## src/rtl/control_sequencer.sv

```systemverilog
// control_sequencer: hardwired fetch/decode/execute control FSM driving every datapath strobe.
// Optional build macro CTRL_SINGLE_STEP_EN adds a step input that holds the FSM in T0 until step=1.
module control_sequencer #(
    parameter int IR_W     = 32,
    parameter int OP_W     = 5,
    parameter int ALUSEL_W = 4
) (
    input  logic                clk,
    input  logic                clr,
    input  logic [IR_W-1:0]     IR,
    input  logic                CON,
    input  logic                stop,
`ifdef CTRL_SINGLE_STEP_EN
    input  logic                step,
`endif
    output logic                Gra, Grb, Grc, Rin, Rout, BAout, Cout,
    output logic                PCout, PCin, IncPC, MARin, MDRin, MDRread, MDRout, memWrite,
    output logic                Yin, Zin, ZLowout, ZHighout, HIin, HIout, LOin, LOout,
    output logic                IRin, conIn, InPortout, outPortin,
    output logic [ALUSEL_W-1:0] ALUselect,
    output logic                run,
    output logic [2:0]          tstep
);

    localparam logic [3:0] S_RST = 4'd0, S_T0 = 4'd1, S_T1 = 4'd2, S_T2 = 4'd3, S_T3 = 4'd4,
                           S_T4 = 4'd5, S_T5 = 4'd6, S_T6 = 4'd7, S_T7 = 4'd8, S_HALT = 4'd9;

    localparam logic [OP_W-1:0] OP_LD   = 'h00, OP_LDI  = 'h01, OP_ST   = 'h02, OP_ADD  = 'h03,
                                OP_SUB  = 'h04, OP_AND  = 'h05, OP_OR   = 'h06, OP_SHR  = 'h07,
                                OP_SHRA = 'h08, OP_SHL  = 'h09, OP_ROR  = 'h0A, OP_ROL  = 'h0B,
                                OP_ADDI = 'h0C, OP_ANDI = 'h0D, OP_ORI  = 'h0E, OP_MUL  = 'h0F,
                                OP_DIV  = 'h10, OP_NEG  = 'h11, OP_NOT  = 'h12, OP_BR   = 'h13,
                                OP_JR   = 'h14, OP_JAL  = 'h15, OP_IN   = 'h16, OP_OUT  = 'h17,
                                OP_MFHI = 'h18, OP_MFLO = 'h19, OP_HALT = 'h1B;

    logic [3:0]          state, state_nxt;
    logic [OP_W-1:0]     op;
    logic [IR_W-OP_W-1:0] ir_unused;
    logic [2:0]          t, last_t;
    logic [ALUSEL_W-1:0] alu;
    logic                in_t, in_exec, step_go;
    logic                is_r, is_imm, is_md, is_un, is_mem;

    assign op        = IR[IR_W-1 -: OP_W];
    assign ir_unused = IR[IR_W-OP_W-1:0];
    assign in_t      = (state >= S_T0) && (state <= S_T7);
    assign in_exec   = (state >= S_T3) && (state <= S_T7);
    assign t         = 3'(state - 4'd1);

`ifdef CTRL_SINGLE_STEP_EN
    assign step_go = step;
`else
    assign step_go = 1'b1;
`endif

    assign is_r   = (op >= OP_ADD)  && (op <= OP_ROL);
    assign is_imm = (op >= OP_ADDI) && (op <= OP_ORI);
    assign is_md  = (op == OP_MUL)  || (op == OP_DIV);
    assign is_un  = (op == OP_NEG)  || (op == OP_NOT);
    assign is_mem = (op == OP_LD)   || (op == OP_LDI) || (op == OP_ST);

    always_comb begin
        alu = '0;
        case (op)
            OP_ADD, OP_ADDI: alu = ALUSEL_W'(0);
            OP_SUB:          alu = ALUSEL_W'(1);
            OP_AND, OP_ANDI: alu = ALUSEL_W'(2);
            OP_OR,  OP_ORI:  alu = ALUSEL_W'(3);
            OP_SHR:          alu = ALUSEL_W'(4);
            OP_SHRA:         alu = ALUSEL_W'(5);
            OP_SHL:          alu = ALUSEL_W'(6);
            OP_ROR:          alu = ALUSEL_W'(7);
            OP_ROL:          alu = ALUSEL_W'(8);
            OP_MUL:          alu = ALUSEL_W'(9);
            OP_DIV:          alu = ALUSEL_W'(10);
            OP_NEG:          alu = ALUSEL_W'(11);
            OP_NOT:          alu = ALUSEL_W'(12);
            default:         alu = '0;
        endcase
    end

    // Final T-step of each instruction class; nop/undefined/single-step classes end at T3.
    always_comb begin
        last_t = 3'd3;
        if (op == OP_LD || op == OP_ST)             last_t = 3'd7;
        else if (op == OP_LDI || is_r || is_imm)    last_t = 3'd5;
        else if (is_md || op == OP_BR)              last_t = 3'd6;
        else if (is_un || op == OP_JAL)             last_t = 3'd4;
    end

    always_comb begin
        state_nxt = state;
        case (state)
            S_RST:  state_nxt = stop ? S_HALT : S_T0;
            S_HALT: state_nxt = S_HALT;
            S_T0, S_T1, S_T2, S_T3, S_T4, S_T5, S_T6, S_T7: begin
                if (state == S_T0 && !step_go)          state_nxt = S_T0;
                else if (state == S_T3 && op == OP_HALT) state_nxt = S_HALT;
                else if (t >= last_t)                   state_nxt = stop ? S_HALT : S_T0;
                else                                    state_nxt = 4'(state + 4'd1);
            end
            default: state_nxt = S_RST;
        endcase
    end

    always_ff @(posedge clk or negedge clr) begin
        if (!clr) state <= S_RST;
        else      state <= state_nxt;
    end

    always_comb begin
        {Gra, Grb, Grc, Rin, Rout, BAout, Cout} = '0;
        {PCout, PCin, IncPC, MARin, MDRin, MDRread, MDRout, memWrite} = '0;
        {Yin, Zin, ZLowout, ZHighout, HIin, HIout, LOin, LOout} = '0;
        {IRin, conIn, InPortout, outPortin} = '0;
        ALUselect = '0;
        run       = in_t;
        tstep     = in_t ? t : 3'd0;

        if (state == S_T0 && step_go) begin
            PCout = 1'b1; MARin = 1'b1; IncPC = 1'b1;
        end else if (state == S_T1) begin
            MDRread = 1'b1; MDRin = 1'b1;
        end else if (state == S_T2) begin
            MDRout = 1'b1; IRin = 1'b1;
        end else if (in_exec) begin
            if (is_r || is_imm) begin
                case (t)
                    3'd3: begin Grb = 1'b1; Rout = 1'b1; Yin = 1'b1; end
                    3'd4: begin Grc = is_r; Rout = is_r; Cout = is_imm; ALUselect = alu; Zin = 1'b1; end
                    3'd5: begin ZLowout = 1'b1; Gra = 1'b1; Rin = 1'b1; end
                    default: ;
                endcase
            end else if (is_md) begin
                case (t)
                    3'd3: begin Gra = 1'b1; Rout = 1'b1; Yin = 1'b1; end
                    3'd4: begin Grb = 1'b1; Rout = 1'b1; ALUselect = alu; Zin = 1'b1; end
                    3'd5: begin ZLowout = 1'b1; LOin = 1'b1; end
                    3'd6: begin ZHighout = 1'b1; HIin = 1'b1; end
                    default: ;
                endcase
            end else if (is_un) begin
                case (t)
                    3'd3: begin Grb = 1'b1; Rout = 1'b1; ALUselect = alu; Zin = 1'b1; end
                    3'd4: begin ZLowout = 1'b1; Gra = 1'b1; Rin = 1'b1; end
                    default: ;
                endcase
            end else if (is_mem) begin
                // Address is always base + C; the ALU add code is 0 so ALUselect stays at default.
                case (t)
                    3'd3: begin Grb = 1'b1; BAout = 1'b1; Yin = 1'b1; end
                    3'd4: begin Cout = 1'b1; Zin = 1'b1; end
                    3'd5: begin
                        ZLowout = 1'b1;
                        Gra     = (op == OP_LDI);
                        Rin     = (op == OP_LDI);
                        MARin   = (op != OP_LDI);
                    end
                    3'd6: begin
                        MDRin   = 1'b1;
                        MDRread = (op == OP_LD);
                        Gra     = (op == OP_ST);
                        Rout    = (op == OP_ST);
                    end
                    3'd7: begin
                        MDRout   = (op == OP_LD);
                        Gra      = (op == OP_LD);
                        Rin      = (op == OP_LD);
                        memWrite = (op == OP_ST);
                    end
                    default: ;
                endcase
            end else if (op == OP_BR) begin
                case (t)
                    3'd3: begin Gra = 1'b1; Rout = 1'b1; conIn = 1'b1; end
                    3'd4: begin PCout = 1'b1; Yin = 1'b1; end
                    3'd5: begin Cout = 1'b1; Zin = 1'b1; end
                    3'd6: begin ZLowout = CON; PCin = CON; end
                    default: ;
                endcase
            end else if (op == OP_JAL) begin
                case (t)
                    3'd3: begin PCout = 1'b1; Grb = 1'b1; Rin = 1'b1; end
                    3'd4: begin Gra = 1'b1; Rout = 1'b1; PCin = 1'b1; end
                    default: ;
                endcase
            end else if (t == 3'd3) begin
                case (op)
                    OP_JR:   begin Gra = 1'b1; Rout = 1'b1; PCin = 1'b1; end
                    OP_IN:   begin InPortout = 1'b1; Gra = 1'b1; Rin = 1'b1; end
                    OP_OUT:  begin Gra = 1'b1; Rout = 1'b1; outPortin = 1'b1; end
                    OP_MFHI: begin HIout = 1'b1; Gra = 1'b1; Rin = 1'b1; end
                    OP_MFLO: begin LOout = 1'b1; Gra = 1'b1; Rin = 1'b1; end
                    default: ;
                endcase
            end
        end
    end

endmodule

```

## config.mk

```make
export PLATFORM = sky130hd
export DESIGN_NAME = control_sequencer
export DESIGN_NICKNAME = d
export VERILOG_FILES = /design/src/rtl/control_sequencer.sv
export SDC_FILE = /design/constraint.sdc
export NUM_CORES = 1
export LEC_CHECK = 0
export BUFFER_PORTS_ARGS = -buffer_cell sky130_fd_sc_hd__buf_4
export CAP_MARGIN = 20
export CORE_ASPECT_RATIO = 2
export CORE_MARGIN = 3
export CORE_UTILIZATION = 44
export CTS_CLUSTER_DIAMETER = 60
export DETAILED_ROUTE_END_ITERATION = 16
export GPL_TIMING_DRIVEN = 1
export PLACE_DENSITY = 0.79
export SLEW_MARGIN = 30
export SYNTH_ARGS = -nofsm -noshare
export SYNTH_HDL_FRONTEND = slang
export SYNTH_SLANG_ARGS = --single-unit
```

## constraint.sdc

```tcl
create_clock -name clk -period 2.1 [get_ports clk]
set_input_delay 0.315 -clock clk [delete_from_list [all_inputs] [get_ports clk]]
set_output_delay 0.315 -clock clk [all_outputs]
set_load 0.005 [all_outputs]
```

==> flow_metrics.py, run 1 <==
metrics = {
    "floorplan": {
        "io_pins": 71,
        "die_h_um": 90.6,
        "initial_core_util_pct": 46.1,
        "die_w_um": 48.3,
        "num_rows": 30,
    },
    "synthesis": {
        "synth_area_leader_cell": "ha_1",
        "synth_top_area_share_pct": 11.9,
        "synth_edf_count": 0,
        "synth_ff_type": "dfrtp_1",
        "synth_area_mm2": 0.00157,
        "synth_cells": 234,
        "synth-async-reset-ratio_pct": 100,
        "ys_ff_latch": 4,
        "syn_area_per_cell_um2": 6.73,
        "synthTopCellsByArea": "ha_1 12%, nand2_1 6.7%, dfrtp_1 6.4%",
        "ys_types": 63,
        "syn-num-nets": 285,
        "yosys_warnings": 0,
        "synth_seq_area_share_pct": 6.36,
    },
    "outcome": {
        "haltStage": "global routing (5_1_grt)",
        "status": "did not finish",
        "error": "[ERROR DPL-0038] Utilization greater than 100%, impossible to legalize",
    },
    "place": {
        "place_inst": 397,
        "numPortBuffers": 43,
        "place_congestion": 0.970,
        "hpwl_um": 5980,
        "placed_area_mm2": 0.00270,
        "dp_slack_ns": -0.646,
    },
    "clock_network": {
        "cts-htree-levels": 1,
        "cts_buffer_depth": 2,
        "cts_buffers": 3,
        "cts_root_buffer": "clkbuf_8",
        "cts.sinks": 4,
    },
    "grt": {
        "grt_max_degree": 20,
    },
}
## logic make-up after synthesis
family,after synthesis,share of synthesized area (%)
and+or+nand+nor,110,36.3
xor gates and xnor gates,3,2.15
DFF,4,6.36
adders and majority gates,15,11.9
muxes,2,1.27
AOI/OAI and AO/OA,72,34.3
buffers and inverters,28,7.71
## repair_timing
action / CTS
buffers inserted: 19
hold endpoints to repair: 4
endpoints found under the setup margin: 34
pin swaps: 43
gates cloned: 1
gates resized for setup: 96
hold buffers: 1
## cell usage after synthesis (3+ instances only)
| library cell | count |
|---|---|
| nand2b_1 | 6 |
| dfrtp_1 | 4 |
| nand3_1 | 8 |
| a211oi_1 | 5 |
| nor3_1 | 8 |
| o21ai_0 | 3 |
| nand4_1 | 3 |
| o31ai_1 | 4 |
| and2_1 | 3 |
| o22ai_1 | 3 |
| nor2_1 | 26 |
| a21oi_1 | 14 |
| nor4_1 | 7 |
| buf_2 | 4 |
| or3_1 | 3 |
| a21o_1 | 4 |
| o21ai_1 | 6 |
| nand2_1 | 28 |
| clkbuf_1 | 10 |
| a31oi_1 | 4 |
| inv_1 | 10 |
| nor2b_1 | 3 |
| ha_1 | 15 |
## stage by stage
| stage | utilization [%] | hold slack, ns |
|---|---|---|
| after global placement | 78.9 | 0.111 |
| after detailed placement | 78.9 | 0.111 |
| after floorplan | - | 0.0194 |
| after CTS | 96.2 | 0.431 |
==> inputs of run 2 (changes only) <==
--- a/config.mk
+++ b/config.mk
@@ -7,13 +7,11 @@
 export LEC_CHECK = 0
 export BUFFER_PORTS_ARGS = -buffer_cell sky130_fd_sc_hd__buf_4
 export CAP_MARGIN = 20
-export CORE_ASPECT_RATIO = 2
 export CORE_MARGIN = 3
-export CORE_UTILIZATION = 44
-export CTS_CLUSTER_DIAMETER = 60
+export CORE_UTILIZATION = 35
 export DETAILED_ROUTE_END_ITERATION = 16
 export GPL_TIMING_DRIVEN = 1
-export PLACE_DENSITY = 0.79
+export PLACE_DENSITY_LB_ADDON = 0.15
 export SLEW_MARGIN = 30
 export SYNTH_ARGS = -nofsm -noshare
 export SYNTH_HDL_FRONTEND = slang
==> constraint.sdc (replaced) <==
create_clock -name clk -period 2.7 [get_ports clk]
set_input_delay 0.405 -clock clk [delete_from_list [all_inputs] [get_ports clk]]
set_output_delay 0.405 -clock clk [all_outputs]
set_load 0.005 [all_outputs]
==> flow_metrics.py, run 2 <==
metrics = {
    "clock_network": {
        "cts_buffers": 3,
        "cts.sinks": 4,
        "clk_pin_slew_ns": 0.03,
        "clock_latency_ns": 0.21,
        "cts-htree-levels": 1,
        "cts_root_buffer": "clkbuf_8",
        "cts_buffer_depth": 2,
        "cts_tree": "yes",
    },
    "synthesis": {
        "yosysMostFrequentCell": "nand2_1",
        "syn-num-nets": 285,
        "yosys_warnings": 0,
        "synth_top_area_share_pct": 11.9,
        "ys_top_cells_by_count": "28 x nand2_1, 26 x nor2_1, 15 x ha_1",
        "synth_cells": 234,
        "synth_area_leader_cell": "ha_1",
        "synth-async-reset-ratio_pct": 100,
        "synth_ff_type": "dfrtp_1",
        "syn_area_per_cell_um2": 6.73,
        "synth_edf_count": 0,
        "synth_area_mm2": 0.00157,
        "ys_types": 63,
        "synth_seq_area_share_pct": 6.36,
        "synthTopCellsByArea": "ha_1 12%, nand2_1 6.7%, dfrtp_1 6.4%",
        "ys_ff_latch": 4,
    },
    "finish": {
        "largest-register": "state",
        "drive_above_1_share_pct": 41.5,
        "mostFrequentLayoutCells": "100 x buf_4, 26 x nand2_1, 25 x nor2_1",
        "antenna_cells": 0,
        "fin_nets": 376,
        "stdcell_area_mm2": 0.00248,
        "syn2layout_area_growth_pct": 57.7,
        "largestRegisters": "state x4",
        "layout_commonest_cell": "buf_4",
        "largest_reg_flops": 4,
    },
    "outcome": {
        "violations": "negative setup slack",
        "status": "finished with violations",
    },
    "place": {
        "numPortBuffers": 43,
        "placed_area_mm2": 0.00233,
        "hpwl_um": 4770,
        "place_congestion": 0.988,
    },
    "floorplan": {
        "die_h_um": 73.1,
        "num_rows": 23,
        "die_w_um": 73.1,
        "core_area_mm2": 0.00417,
        "io_pins": 71,
        "design.die.area_mm2": 0.00534,
        "initial_core_util_pct": 37.7,
    },
    "grt": {
        "first_global_vias": 1916,
        "grt_max_degree": 15,
        "grt_usage_pct": 21.7,
        "grt-ovfl-total": 0,
        "antenna_found_initial": 0,
        "grt_pass1_wl_um": 9450,
    },
    "timing": {
        "worstMarginPinSlew_ns": 0.373,
        "period_share_pct": 101,
        "rsz0062_at_grt": "true",
        "finClkSkew_ns": 0.00217,
        "setup_ws_ns": -0.0389,
        "drv_slew": 0,
        "slew_headroom_pct": 74.9,
        "tns_ns": -0.0389,
        "fin_crit_ns": 2.74,
        "fmax_ghz": 0.365,
        "hold_viol": 0,
        "setup_viol": 1,
    },
    "critical_path": {
        "start_kind": "flop",
        "cp_max_fo": 2,
        "arrival_ns": 2.33,
        "reg2reg_slack_ns": 0.53,
        "end_kind": "output port",
        "path_class": "flop to output port",
        "cp_data_required_time_ns": 2.30,
    },
    "detailed_routing": {
        "dr.pass1.iters": 5,
        "routed_via_density": 5.89,
        "drtAntennaViolNets": 0,
        "drcViolationCount": 0,
        "drt_wl_total_um": 5910,
        "drtIter0Drc": 181,
        "vias": 2197,
        "wl_per_cell_um": 15.8,
    },
    "run": {
        "maxCapViolations": 0,
    },
    "power": {
        "peakVddDrop_uv": 666,
        "power.density_mw_per_mm2": 664,
        "power.leakage_uw": 0.00109,
    },
    "worst_hold_path": {
        "hp-class": "input port to async pin",
    },
}
run 2: cell counts after synthesis:
No cell type changed its count.
run 2: report_power, final:
group	total, uW	leakage (uW)	internal [uW]	switching (uW)
logic	1430	0.00102	631	797
registers	98.1	0.0000508	85.6	12.5
clock network	123	0.0000216	94.8	27.9
run 2: worst max-delay path: stages (launching register included):
cell and delay, ns:
dfrtp_1 0.36, inv_2 0.06, ha_4 0.15, or3b_1 0.38, a211o_1 0.34, a211oi_2 0.32, o21ai_1 0.12, a211oi_1 0.24
buf_4 0.14
run 2: kinds of logic (layout without fill, tap and decap cells):
logic type               count (synthesis)  after routing  share of synthesized area [%]
AND/OR/NAND/NOR                        110            110                           36.3
flip-flops                               4              4                           6.36
adder cells (fa/ha/maj)                 15             15                           11.9
XOR/XNOR                                 3              3                           2.15
AO/OA/AOI/OAI                           72             72                           34.3
multiplexers                             2              2                           1.27
buffers and inverters                   28            117                           7.71
run 2: layer usage:
metal / part of all wire, % / vias up / GRT usage [%]
met1: 47 / 1025 / 32.2
met2: 45 / 103 / 35.2
met5: 0 / - / 0
met3: 6.7 / 9 / 1.52
met4: 1.1 / 0 / 1.84
li1: - / 1060 / -
run 2: final timing paths:
check                                        start                 end  cells past startpoint
worst max register to register  state[1]$_DFF_PN0_  state[3]$_DFF_PN0_                     10
max in group asynchronous                      clr  state[3]$_DFF_PN0_                      2
min in group clk                              stop  state[3]$_DFF_PN0_                      3
worst min-delay path                           clr  state[1]$_DFF_PN0_                      2
worst max-delay path            state[1]$_DFF_PN0_                Rout                      8
worst min register to register  state[2]$_DFF_PN0_  state[0]$_DFF_PN0_                      2
run 2: metrics by stage:
step / hold slack (ns) / total power [uW] / util, % / worst slack [ns] / std cells
floorplan: 0.109 / 897 / - / 0.0109 / 234
global placement: 0.202 / 1420 / 55.8 / -0.0720 / 366
detailed placement: 0.201 / 1430 / 55.8 / -0.124 / 366
CTS: 0.518 / 1560 / 57.1 / 0.0223 / 370
global route: 0.535 / 1790 / 59.5 / -0.105 / 373
finish: 0.524 / 1650 / 59.5 / -0.0389 / 373
run 2: final cells by class:
class	count	area, um2
Tap cell	50	62.6
Multi-Input combinational cell	202	1460
Inverter	12	47.5
Fill cell	390	1690
Clock buffer	3	41.3
Sequential cell	4	100
Timing Repair Buffer	102	772
run 2: timing repair:
item | 4_1_cts | 5_1_grt
pin swaps | 3 | 8
setup buffers | 0 | 3
gates resized for setup | 1 | 16
setup endpoints to repair | 3 | 23
hold buffers | 1 | 0
endpoints found under the hold margin | 4 | 0
(Power assumes the default switching activity.)
==> inputs of run 3 (changes only) <==
--- a/config.mk
+++ b/config.mk
@@ -12,6 +12,7 @@
 export DETAILED_ROUTE_END_ITERATION = 16
 export GPL_TIMING_DRIVEN = 1
 export PLACE_DENSITY_LB_ADDON = 0.15
+export SETUP_SLACK_MARGIN = 0.3
 export SLEW_MARGIN = 30
 export SYNTH_ARGS = -nofsm -noshare
 export SYNTH_HDL_FRONTEND = slang
==> flow_metrics.py, run 3 (synthesized netlist as in run 2, its figures left out) <==
metrics = {
    "finish": {
        "drive_above_1_share_pct": 54.8,
        "final_cells": 382,
        "antenna_cells": 0,
        "fin_nets": 384,
        "fin_util_pct": 69.9,
        "mostFrequentLayoutCells": "93 x buf_4, 22 x nand2_1, 17 x nor2_1",
        "syn2layout_area_growth_pct": 85.4,
        "largest-register": "state",
        "fillerInstances": 358,
        "largestRegisters": "state x4",
        "largest_reg_flops": 4,
        "layout_commonest_cell": "buf_4",
    },
    "detailed_routing": {
        "wl_per_cell_um": 17.6,
        "routed_via_density": 5.88,
        "drtAntennaViolNets": 0,
        "dr.pass1.iters": 4,
        "drtIter0Drc": 111,
        "drcViolationCount": 0,
        "vias": 2246,
        "drt_wl_total_um": 6730,
    },
    "critical_path": {
        "reg2reg_depth": 9,
        "reg2reg_slack_ns": 0.38,
        "path_class": "flop to output port",
        "end_kind": "output port",
        "arrival_ns": 2.25,
        "timing.rr.end": "state[3]$_DFF_PN0_",
        "start_kind": "flop",
        "cp_data_required_time_ns": 2.30,
        "reg2reg_from": "state[1]$_DFF_PN0_",
        "cp_max_fo": 5,
    },
    "floorplan": {
        "io_pins": 71,
        "core_area_mm2": 0.00417,
        "die_w_um": 73.1,
        "die_h_um": 73.1,
        "num_rows": 23,
        "design.die.area_mm2": 0.00534,
        "initial_core_util_pct": 37.7,
    },
    "grt": {
        "grt_pass1_wl_um": 10600,
        "grt_max_degree": 13,
        "grt_usage_pct": 24.7,
        "antenna_found_initial": 0,
        "first_global_vias": 2132,
        "grt-ovfl-total": 0,
    },
    "timing": {
        "hold_viol": 0,
        "period_share_pct": 98.3,
        "setup_viol": 0,
        "fin_crit_ns": 2.65,
        "finClkSkew_ns": 0.00321,
        "drv_slew": 0,
        "worstMarginPinSlew_ns": 0.529,
        "fmax_ghz": 0.377,
        "slew_headroom_pct": 64.7,
        "rsz0062_at_grt": "true",
    },
    "clock_network": {
        "cts_tree": "yes",
        "cts.sinks": 4,
        "cts_buffers": 3,
        "cts-htree-levels": 1,
        "cts_root_buffer": "clkbuf_8",
        "clk_pin_slew_ns": 0.03,
        "clock_latency_ns": 0.21,
        "cts_buffer_depth": 2,
    },
    "worst_hold_path": {
        "hp-class": "input port to async pin",
    },
    "place": {
        "hpwl_um": 4940,
        "place_congestion": 0.965,
        "place_inst": 361,
        "numPortBuffers": 43,
    },
    "power": {
        "power.leakage_uw": 0.00125,
        "peakVddDrop_uv": 823,
        "power.density_mw_per_mm2": 683,
    },
    "outcome": {
        "status": "completed",
    },
    "run": {
        "maxCapViolations": 0,
    },
}
## run 3: changes by cell type in the layout (fill, tap and decap cells not counted), sizes merged
cell,delta
buf,+8
clkbuf,+1
## run 3: report_power, final
group	switching, uW	internal, uW
clock network	27.5	101
registers	19.0	87.7
logic	972	786
## run 3: layer usage
metal | part of all wire (%) | global-route usage (%) | vias up
met5 | 0 | 0 | -
met4 | 0.79 | 3.89 | 0
met3 | 5.9 | 1.38 | 6
met2 | 51 | 42.2 | 84
met1 | 42 | 34.7 | 1074
li1 | - | - | 1082
## run 3: cell type report
cell class                      count  area, um2  area share (%)
Clock buffer                        4       45.0            1.54
Sequential cell                     4        103            3.52
Inverter                           12       66.3            2.27
Multi-Input combinational cell    202       1730            59.2
Timing Repair Buffer              110        915            31.3
Tap cell                           50       62.6            2.14
## run 3: timing repair
item / CTS / global route
gates resized for setup: 35 / 53
buffers inserted: 8 / 8
pin swaps: 21 / 21
endpoints found under the hold margin: 4 / 0
hold buffers: 1 / 0
setup endpoints to repair: 33 / 30
## run 3: critical path, stage by stage (launching register included)
cell,delay (ns)
dfrtp_1,0.37
inv_2,0.07
ha_4,0.19
or3b_1,0.36
a211o_1,0.31
a211oi_2,0.28
o21ai_1,0.10
a211oi_1,0.20
buf_4,0.14
## run 3: worst max-delay path by stage
stage                            start                 end  slack (ns)  cells after the start
floorplan                       IR[28]  state[3]$_DFF_PN0_        0.05                     13
global placement                IR[28]  state[3]$_DFF_PN0_       -0.13                     11
detailed placement              IR[28]  state[3]$_DFF_PN0_       -0.15                     12
CTS                 state[1]$_DFF_PN0_                Rout        0.09                      8
global route                    IR[27]           InPortout       -0.04                      9
finish              state[1]$_DFF_PN0_                Rout        0.05                      8
## run 3: per-stage QoR
| step | hold slack (ns) | area, um2 | total power [uW] | worst slack (ns) | setup TNS, ns |
|---|---|---|---|---|---|
| 2_1_floorplan | 0.109 | 1670 | 907 | 0.0462 | 0 |
| 3_3_place_gp | 0.202 | 2350 | 1400 | -0.126 | -0.374 |
| 3_5_place_dp | 0.202 | 2350 | 1410 | -0.148 | -0.463 |
| 4_1_cts | 0.519 | 2610 | 1690 | 0.0947 | 0 |
| 5_1_grt | 0.533 | 2920 | 2140 | -0.0440 | -0.130 |
| 6_report | 0.530 | 2920 | 1990 | 0.0465 | 0 |
